==> config.mk <==
export PLATFORM = sky130hd
export DESIGN_NAME = tca9539_i2c_master
export DESIGN_NICKNAME = d
export VERILOG_FILES = /design/src/rtl/tca9539_i2c_master.sv
export SDC_FILE = /design/constraint.sdc
export NUM_CORES = 1
export LEC_CHECK = 0
export BUFFER_PORTS_ARGS = -buffer_cell sky130_fd_sc_hd__buf_2
export CAP_MARGIN = 40
export CELL_PAD_IN_SITES_DETAIL_PLACEMENT = 2
export CELL_PAD_IN_SITES_GLOBAL_PLACEMENT = 2
export CORE_UTILIZATION = 31
export CTS_CLUSTER_DIAMETER = 150
export CTS_CLUSTER_SIZE = 16
export DETAILED_ROUTE_END_ITERATION = 10
export GPL_ROUTABILITY_DRIVEN = 0
export PLACE_DENSITY_LB_ADDON = 0.1
export SYNTH_ARGS = -nofsm -noshare
export SYNTH_HDL_FRONTEND = slang
export SYNTH_SLANG_ARGS = --single-unit
==> constraint.sdc <==
create_clock -name clk -period 2.3 [get_ports clk]
set_input_delay 0.23 -clock clk [delete_from_list [all_inputs] [get_ports clk]]
set_output_delay 0.23 -clock clk [all_outputs]
set_load 0.02 [all_outputs]
==> src/rtl/tca9539_i2c_master.sv <==
// -----------------------------------------------------------------------------
// tca9539_i2c_master
//   Single-register I2C initiator for the TCA9539 16-bit I/O expander.
//   Write: S,{DEV_ADDR,0},A,reg,A,data,A,P
//   Read : S,{DEV_ADDR,0},A,reg,A,Sr,{DEV_ADDR,1},A,data,NACK,P
//   Every bit slot is four quarters of CLK_DIV clocks: SCL is held low in
//   Q0-Q1 and released in Q2-Q3. SDA only moves at the start of Q0, except
//   inside START, RSTART and STOP.
//
// Ports
//   clk      system clock, all logic on posedge
//   rst      synchronous reset, active-high
//   start    transaction request, honoured only while busy=0
//   rw       1=read, 0=write (captured with start)
//   regAddr  register index (captured with start)
//   wrData   write byte (captured with start)
//   busy     transaction in progress
//   done     one-cycle pulse at transaction end
//   rdData   byte read, valid from done until the next accepted start
//   ackErr   slave NACKed an address/reg/data byte in the last transaction
//   sclOe    1 = pull SCL low
//   sdaOe    1 = pull SDA low
//   sclIn    SCL line level (clock-stretch detection)
//   sdaIn    SDA line level (ACK and read-data sampling)
// -----------------------------------------------------------------------------
module tca9539_i2c_master #(
   parameter int unsigned CLK_DIV  = 125,
   parameter logic [6:0]  DEV_ADDR = 7'h74
) (
   input  logic       clk,
   input  logic       rst,
   input  logic       start,
   input  logic       rw,
   input  logic [7:0] regAddr,
   input  logic [7:0] wrData,
   output logic       busy,
   output logic       done,
   output logic [7:0] rdData,
   output logic       ackErr,
   output logic       sclOe,
   output logic       sdaOe,
   input  logic       sclIn,
   input  logic       sdaIn
);

   localparam int unsigned CW     = (CLK_DIV > 1) ? $clog2(CLK_DIV) : 1;
   localparam logic [CW-1:0] Q_LAST = CW'(CLK_DIV - 1);

   typedef enum logic [3:0] {
      IDLE, START, TX, RXACK, RSTART, RX, TXNACK, STOP, DONE
   } state_t;

   state_t state, stateNext;

   logic [CW-1:0] qCnt;
   logic [2:0]    quarter;     // 0..3 per bit, 0..7 for the two-bit STOP slot
   logic [2:0]    bitIdx;
   logic [1:0]    byteIdx;     // 0: address(W), 1: register, 2: data or address(R)
   logic [7:0]    txShift;
   logic [7:0]    rxShift;
   logic          rwLat;
   logic [7:0]    regLat;
   logic [7:0]    dataLat;
   logic          nackSeen;

   logic          idleLike;
   logic          accept;
   logic          quarterEnd;
   logic          lastQuarter;
   logic          hold;
   logic          bitEnd;
   logic          sampleNow;
   logic          ackBad;
   logic [7:0]    rxNext;
   logic [1:0]    byteNext;
   logic [7:0]    txByte;

   always_comb begin
      idleLike    = (state == IDLE) || (state == DONE);
      accept      = idleLike && start;
      quarterEnd  = (qCnt == Q_LAST);
      lastQuarter = (state == STOP) ? (quarter == 3'd7) : (quarter == 3'd3);
      sampleNow   = (quarter == 3'd3) && (qCnt == '0);

      sclOe = 1'b0;
      sdaOe = 1'b0;
      unique case (state)
         START: begin
            sclOe = quarter[1];
            sdaOe = 1'b1;
         end
         TX: begin
            sclOe = ~quarter[1];
            sdaOe = ~txShift[7];
         end
         RXACK, RX, TXNACK, RSTART: sclOe = ~quarter[1];
         STOP: begin
            sclOe = (quarter[2:1] == 2'd0);
            sdaOe = ~quarter[2];
         end
         default: ;
      endcase

      // Counter freezes on the first Q2 cycle while a slave stretches SCL.
      hold   = (quarter[1:0] == 2'd2) && (qCnt == '0) && !sclOe && !sclIn;
      bitEnd = !idleLike && quarterEnd && !hold && lastQuarter;

      // With CLK_DIV=1 the sample cycle is also the bit's last cycle, so the
      // live sdaIn is folded in rather than waiting for the registered copy.
      ackBad = sampleNow ? sdaIn : nackSeen;
      rxNext = sampleNow ? {rxShift[6:0], sdaIn} : rxShift;

      byteNext = (state == RXACK) ? byteIdx + 2'd1 : byteIdx;
      txByte   = '0;
      unique case (byteNext)
         2'd0:    txByte = {DEV_ADDR, 1'b0};
         2'd1:    txByte = regLat;
         default: txByte = rwLat ? {DEV_ADDR, 1'b1} : dataLat;
      endcase

      stateNext = state;
      unique case (state)
         IDLE:   if (start) stateNext = START;
         DONE:   stateNext = start ? START : IDLE;
         START:  if (bitEnd) stateNext = TX;
         TX:     if (bitEnd && bitIdx == 3'd7) stateNext = RXACK;
         RXACK: begin
            if (bitEnd) begin
               if (ackBad)              stateNext = STOP;
               else if (byteIdx == 2'd0) stateNext = TX;
               else if (byteIdx == 2'd1) stateNext = rwLat ? RSTART : TX;
               else                      stateNext = rwLat ? RX : STOP;
            end
         end
         RSTART: if (bitEnd) stateNext = START;
         RX:     if (bitEnd && bitIdx == 3'd7) stateNext = TXNACK;
         TXNACK: if (bitEnd) stateNext = STOP;
         STOP:   if (bitEnd) stateNext = DONE;
         default: stateNext = IDLE;
      endcase

      busy = !idleLike;
      done = (state == DONE);
   end

   always_ff @(posedge clk) begin
      if (rst) state <= IDLE;
      else     state <= stateNext;
   end

   always_ff @(posedge clk) begin
      if (rst) begin
         qCnt     <= '0;
         quarter  <= '0;
         bitIdx   <= '0;
         byteIdx  <= '0;
         txShift  <= '0;
         rxShift  <= '0;
         rwLat    <= 1'b0;
         regLat   <= '0;
         dataLat  <= '0;
         nackSeen <= 1'b0;
         ackErr   <= 1'b0;
         rdData   <= '0;
      end else if (accept) begin
         rwLat    <= rw;
         regLat   <= regAddr;
         dataLat  <= wrData;
         ackErr   <= 1'b0;
         byteIdx  <= '0;
         bitIdx   <= '0;
         qCnt     <= '0;
         quarter  <= '0;
         nackSeen <= 1'b0;
      end else if (idleLike) begin
         qCnt    <= '0;
         quarter <= '0;
      end else begin
         if (!hold) begin
            if (quarterEnd) begin
               qCnt    <= '0;
               quarter <= lastQuarter ? 3'd0 : quarter + 3'd1;
            end else begin
               qCnt <= qCnt + 1'b1;
            end
         end
         if (sampleNow) begin
            if (state == RXACK) nackSeen <= sdaIn;
            if (state == RX)    rxShift  <= {rxShift[6:0], sdaIn};
         end
         if (bitEnd) begin
            unique case (state)
               TX, RX: bitIdx <= bitIdx + 3'd1;   // wraps to 0 after bit 7
               RXACK: begin
                  byteIdx <= byteNext;
                  if (ackBad) ackErr <= 1'b1;
               end
               default: ;
            endcase
            // rdData only moves once all eight bits have been shifted in.
            if (state == RX && bitIdx == 3'd7) rdData <= rxNext;
            if (stateNext == TX)
               txShift <= (state == TX) ? {txShift[6:0], 1'b0} : txByte;
         end
      end
   end

endmodule
==> results.rst <==
.. list-table::
   :header-rows: 1

   * - Metric
     - Value
   * - Outcome
     - complete, but fails checks
   * - Violated checks
     - setup timing
   * - Family of cells with the greatest summed delay on the critical path
     - simple AND/OR/NAND/NOR gates
   * - Iteration-0 DRC count of the detailed router
     - 37
   * - Clock tree skew after final layout
     - 0.0122 ns
   * - Global routing usage summed across all routing layers
     - about a fifth
   * - Reg2Reg Depth
     - 6
   * - Crit path capture type
     - flop
   * - Count of boundary I/O pins
     - 35
   * - Antenna Violating Nets Remaining
     - 0
   * - Primary flip-flop cell chosen by synthesis mapping
     - sky130_fd_sc_hd__dfxtp_1
   * - Total negative setup slack
     - -1.17 ns
   * - Minimum hold slack
     - 0.124 ns
   * - Arrival time worst endpoint
     - 2.69 ns
   * - Critical Path Source Type
     - flop
   * - Transition time at the pin with the least slew margin
     - slightly below 0.4 ns
   * - Final setup violation count
     - 8
   * - Final Hold Fails
     - 0
   * - Critical Path Most Common Cell
     - sky130_fd_sc_hd__nor3_1
   * - DR pass1 iterations
     - 4
   * - DRC violations left
     - 0
   * - VDD IR-drop max
     - 0.000271 V
   * - Initial Utilization
     - a little under a third
   * - Hold/Removal Path Class
     - input pin to flop
   * - Worst reg2reg endpoint
     - txShift[5]
   * - Clock latency on the worst-skew pair
     - approximately 0.34 ns
   * - Number of port buffers
     - 34
   * - Fraction of met2 tracks used by global routing
     - 35.5%
   * - Diodes inserted
     - 0
   * - Clock tree root buffer cell
     - sky130_fd_sc_hd__clkbuf_8
   * - Largest driver fanout on the critical path
     - 8
   * - Number of clock sinks
     - 62
   * - Routed Wire Length
     - roughly 9500 microns
   * - Fraction of layout cells with a size suffix above 1
     - 26.5%
   * - Global routing's busiest layer
     - met2
   * - Clock transition at the registers of the reported paths
     - 0.08 ns
   * - Pin count of the biggest net entering global routing
     - 22
   * - Critical-path cell list
     - or4_4, or3_4, a211o_4, a2111o_1, nor3_1, nor3_1
   * - Number of enable-type register cells in the synthesized netlist
     - 0
   * - Nets in the synthesized netlist
     - roughly 410
   * - Total number of yosys warnings
     - 0
   * - Final Slew Violations
     - 0
   * - Synth Register Bits
     - between 60 and 70
   * - Most common cell after layout, fill and taps aside
     - sky130_fd_sc_hd__dfxtp_1
   * - TritonCTS clock tree
     - done
   * - Synth-to-Final Area Change
     - 29.7%
   * - Startpoint of the worst-slack reg-to-reg timing path
     - qCnt[2]
   * - RSZ-0062 raised after global routing
     - yes
   * - Worst Path Buf+Inv
     - 0
   * - Number of library cell types mapped by synthesis
     - 52
   * - Critical path destination
     - txShift[5]
   * - HPWL after DPL
     - 6950 microns
   * - Wire length per cell after detailed routing
     - 16.3 microns
   * - Number of cells produced by synthesis
     - 380
   * - Sequential share of the synthesized area
     - 39.8%
   * - Buffers from clock root to sink, at most
     - 2
   * - Final Worst Setup Slack
     - -0.160 ns
   * - Total power density per cell area
     - 554 nW/um^2
   * - Asr flop ratio synth
     - 0%
   * - Per-instance average area after synthesis
     - 8.20 sq um
   * - Met1 Use GR
     - between 20 and 25%
   * - Worst setup path category
     - flop to flop
   * - Commonest cells after routing, fill and taps aside
     - 59 x sky130_fd_sc_hd__dfxtp_1, 56 x sky130_fd_sc_hd__nand2_1, 43 x sky130_fd_sc_hd__buf_4
   * - Total number of placement rows
     - 36
   * - Worst rel slew slack
     - 72.9%
   * - Fin nets
     - approximately 480
   * - Number of global-route vias before repair
     - 3189
   * - Required @ worst endpoint
     - 2.53 ns
   * - Initial antenna violation count
     - 0
   * - Maximum clock frequency
     - 0.406 GHz
   * - Max-cap violation count
     - 0
   * - Time the worst path needs with I/O delays and setup
     - between 2 and 2.5 ns
   * - Met3 usage in global routing
     - 3.49%
   * - Slowest stage cell on the critical path
     - sky130_fd_sc_hd__or4_4
   * - First-pass GRT wire length
     - 15400 microns
   * - Final critical-path share of the clock period
     - 107%
   * - Maximum level of the CTS H-tree
     - 3
   * - Core outline area
     - ~9800 sq um
   * - CP Launch Point
     - qCnt[2]
   * - Die Outline Area
     - ~10000 sq um
   * - Width of the die
     - ~100 microns
   * - Vias/cell
     - 5.08
   * - Vertical die dimension
     - 102 microns
   * - Total CTS buffers
     - 9
   * - Cts-stage hold buffer count
     - 0
   * - Flop-to-flop setup slack
     - -0.16 ns
   * - Total grt overflow
     - 0
   * - Crit path depth
     - 6
   * - Leakage power figure
     - 1.59 nW
   * - Crit path largest cell delay
     - 0.53 ns
   * - Post-Syn Area
     - around 3100 sq um
   * - Via count
     - 2970
   * - Number of filler instances in the final layout
     - around 1.1k
state kept, by name, indices dropped and copies added (netlist names):
name and flops:
ackErr 1, bitIdx 3, byteIdx 2, dataLat 8
nackSeen 1, qCnt 7, quarter 3, rdData 8
regLat 8, rwLat 1, rxShift 8, state 4
txShift 8
layer usage:
layer	vias to the layer above	wire, microns
met5	-	0
met3	16	200
met1	1444	4260
met4	0	169
met2	36	4900
li1	1474	-
report_power, final:
part           switching [mW]  total, mW  internal (mW)
Combinational          0.0931      0.151         0.0580
Sequential             0.0133       1.11           1.09
Clock                   0.480      0.984          0.504
Total                   0.587       2.24           1.66
logic make-up after synthesis:
| family | after synthesis | share of synthesized area [%] |
|---|---|---|
| xor gates and xnor gates | 8 | 2.25 |
| and+or+nand+nor | 154 | 23.1 |
| AOI/OAI and AO/OA | 85 | 17.9 |
| DFF | 62 | 39.8 |
| muxes | 27 | 8.79 |
| buffers and inverters | 34 | 4.13 |
| adders and majority gates | 10 | 4.01 |
timing repair:
item / CTS / global route
buffers inserted: 1 / 2
resized for setup: 9 / 16
endpoints found under the setup margin: 20 / 19
hold endpoints to repair: 0 / 0
pin swaps: 1 / 11
worst min-delay path, stage by stage:
cell and delay (ns):
sky130_fd_sc_hd__buf_2 0.10, sky130_fd_sc_hd__nand2_1 0.04, sky130_fd_sc_hd__a21oi_1 0.05
synth_stat cells, drive strengths merged, types with 9 or more instances:
master / n / area (sq um)
ha: 10 / 125
nand3: 10 / 50.1
o21ai: 15 / 75.1
clkbuf: 22 / 82.6
nor3: 16 / 85.1
inv: 11 / 41.3
a21oi: 34 / 170
mux2i: 24 / 240
nor2: 41 / 154
nand2: 56 / 210
dfxtp: 62 / 1240
a211oi: 9 / 67.6
worst min path at each step:
| stage | start | end | slack (ns) | cells past startpoint |
|---|---|---|---|---|
| detailed placement | dataLat[3] | dataLat[3] | 0.45 | 2 |
| global route | regAddr[0] | regLat[0] | 0.11 | 3 |
| floorplan | wrData[0] | dataLat[0] | 0.37 | 2 |
| global placement | dataLat[0] | dataLat[0] | 0.44 | 2 |
| finish | regAddr[5] | regLat[5] | 0.12 | 3 |
| CTS | regAddr[0] | regLat[0] | 0.11 | 3 |
final cells by class:
type | count | area [sq um] | area share, %
clock buffers | 9 | 124 | 3.06
clock inverters | 7 | 72.6 | 1.79
inverters | 11 | 41.3 | 1.02
multi-input cells | 284 | 1870 | 46.3
flip-flops and latches | 62 | 1240 | 30.8
well taps | 133 | 166 | 4.12
repair buffers | 79 | 524 | 13.0
metrics by stage:
stage	utilization, %	instance area, sq um	setup slack [ns]	total power, mW	cells
finish	41.4	4040	-0.160	2.24	585
floorplan	-	3120	-0.0136	1.21	380
global route	41.4	4040	-0.234	2.35	585
global placement	37.9	3710	-0.135	1.28	566
detailed placement	37.9	3710	-0.220	1.29	566
CTS	40.3	3940	-0.181	2.28	583
No activity file was read; power rests on OpenSTA's default activity.
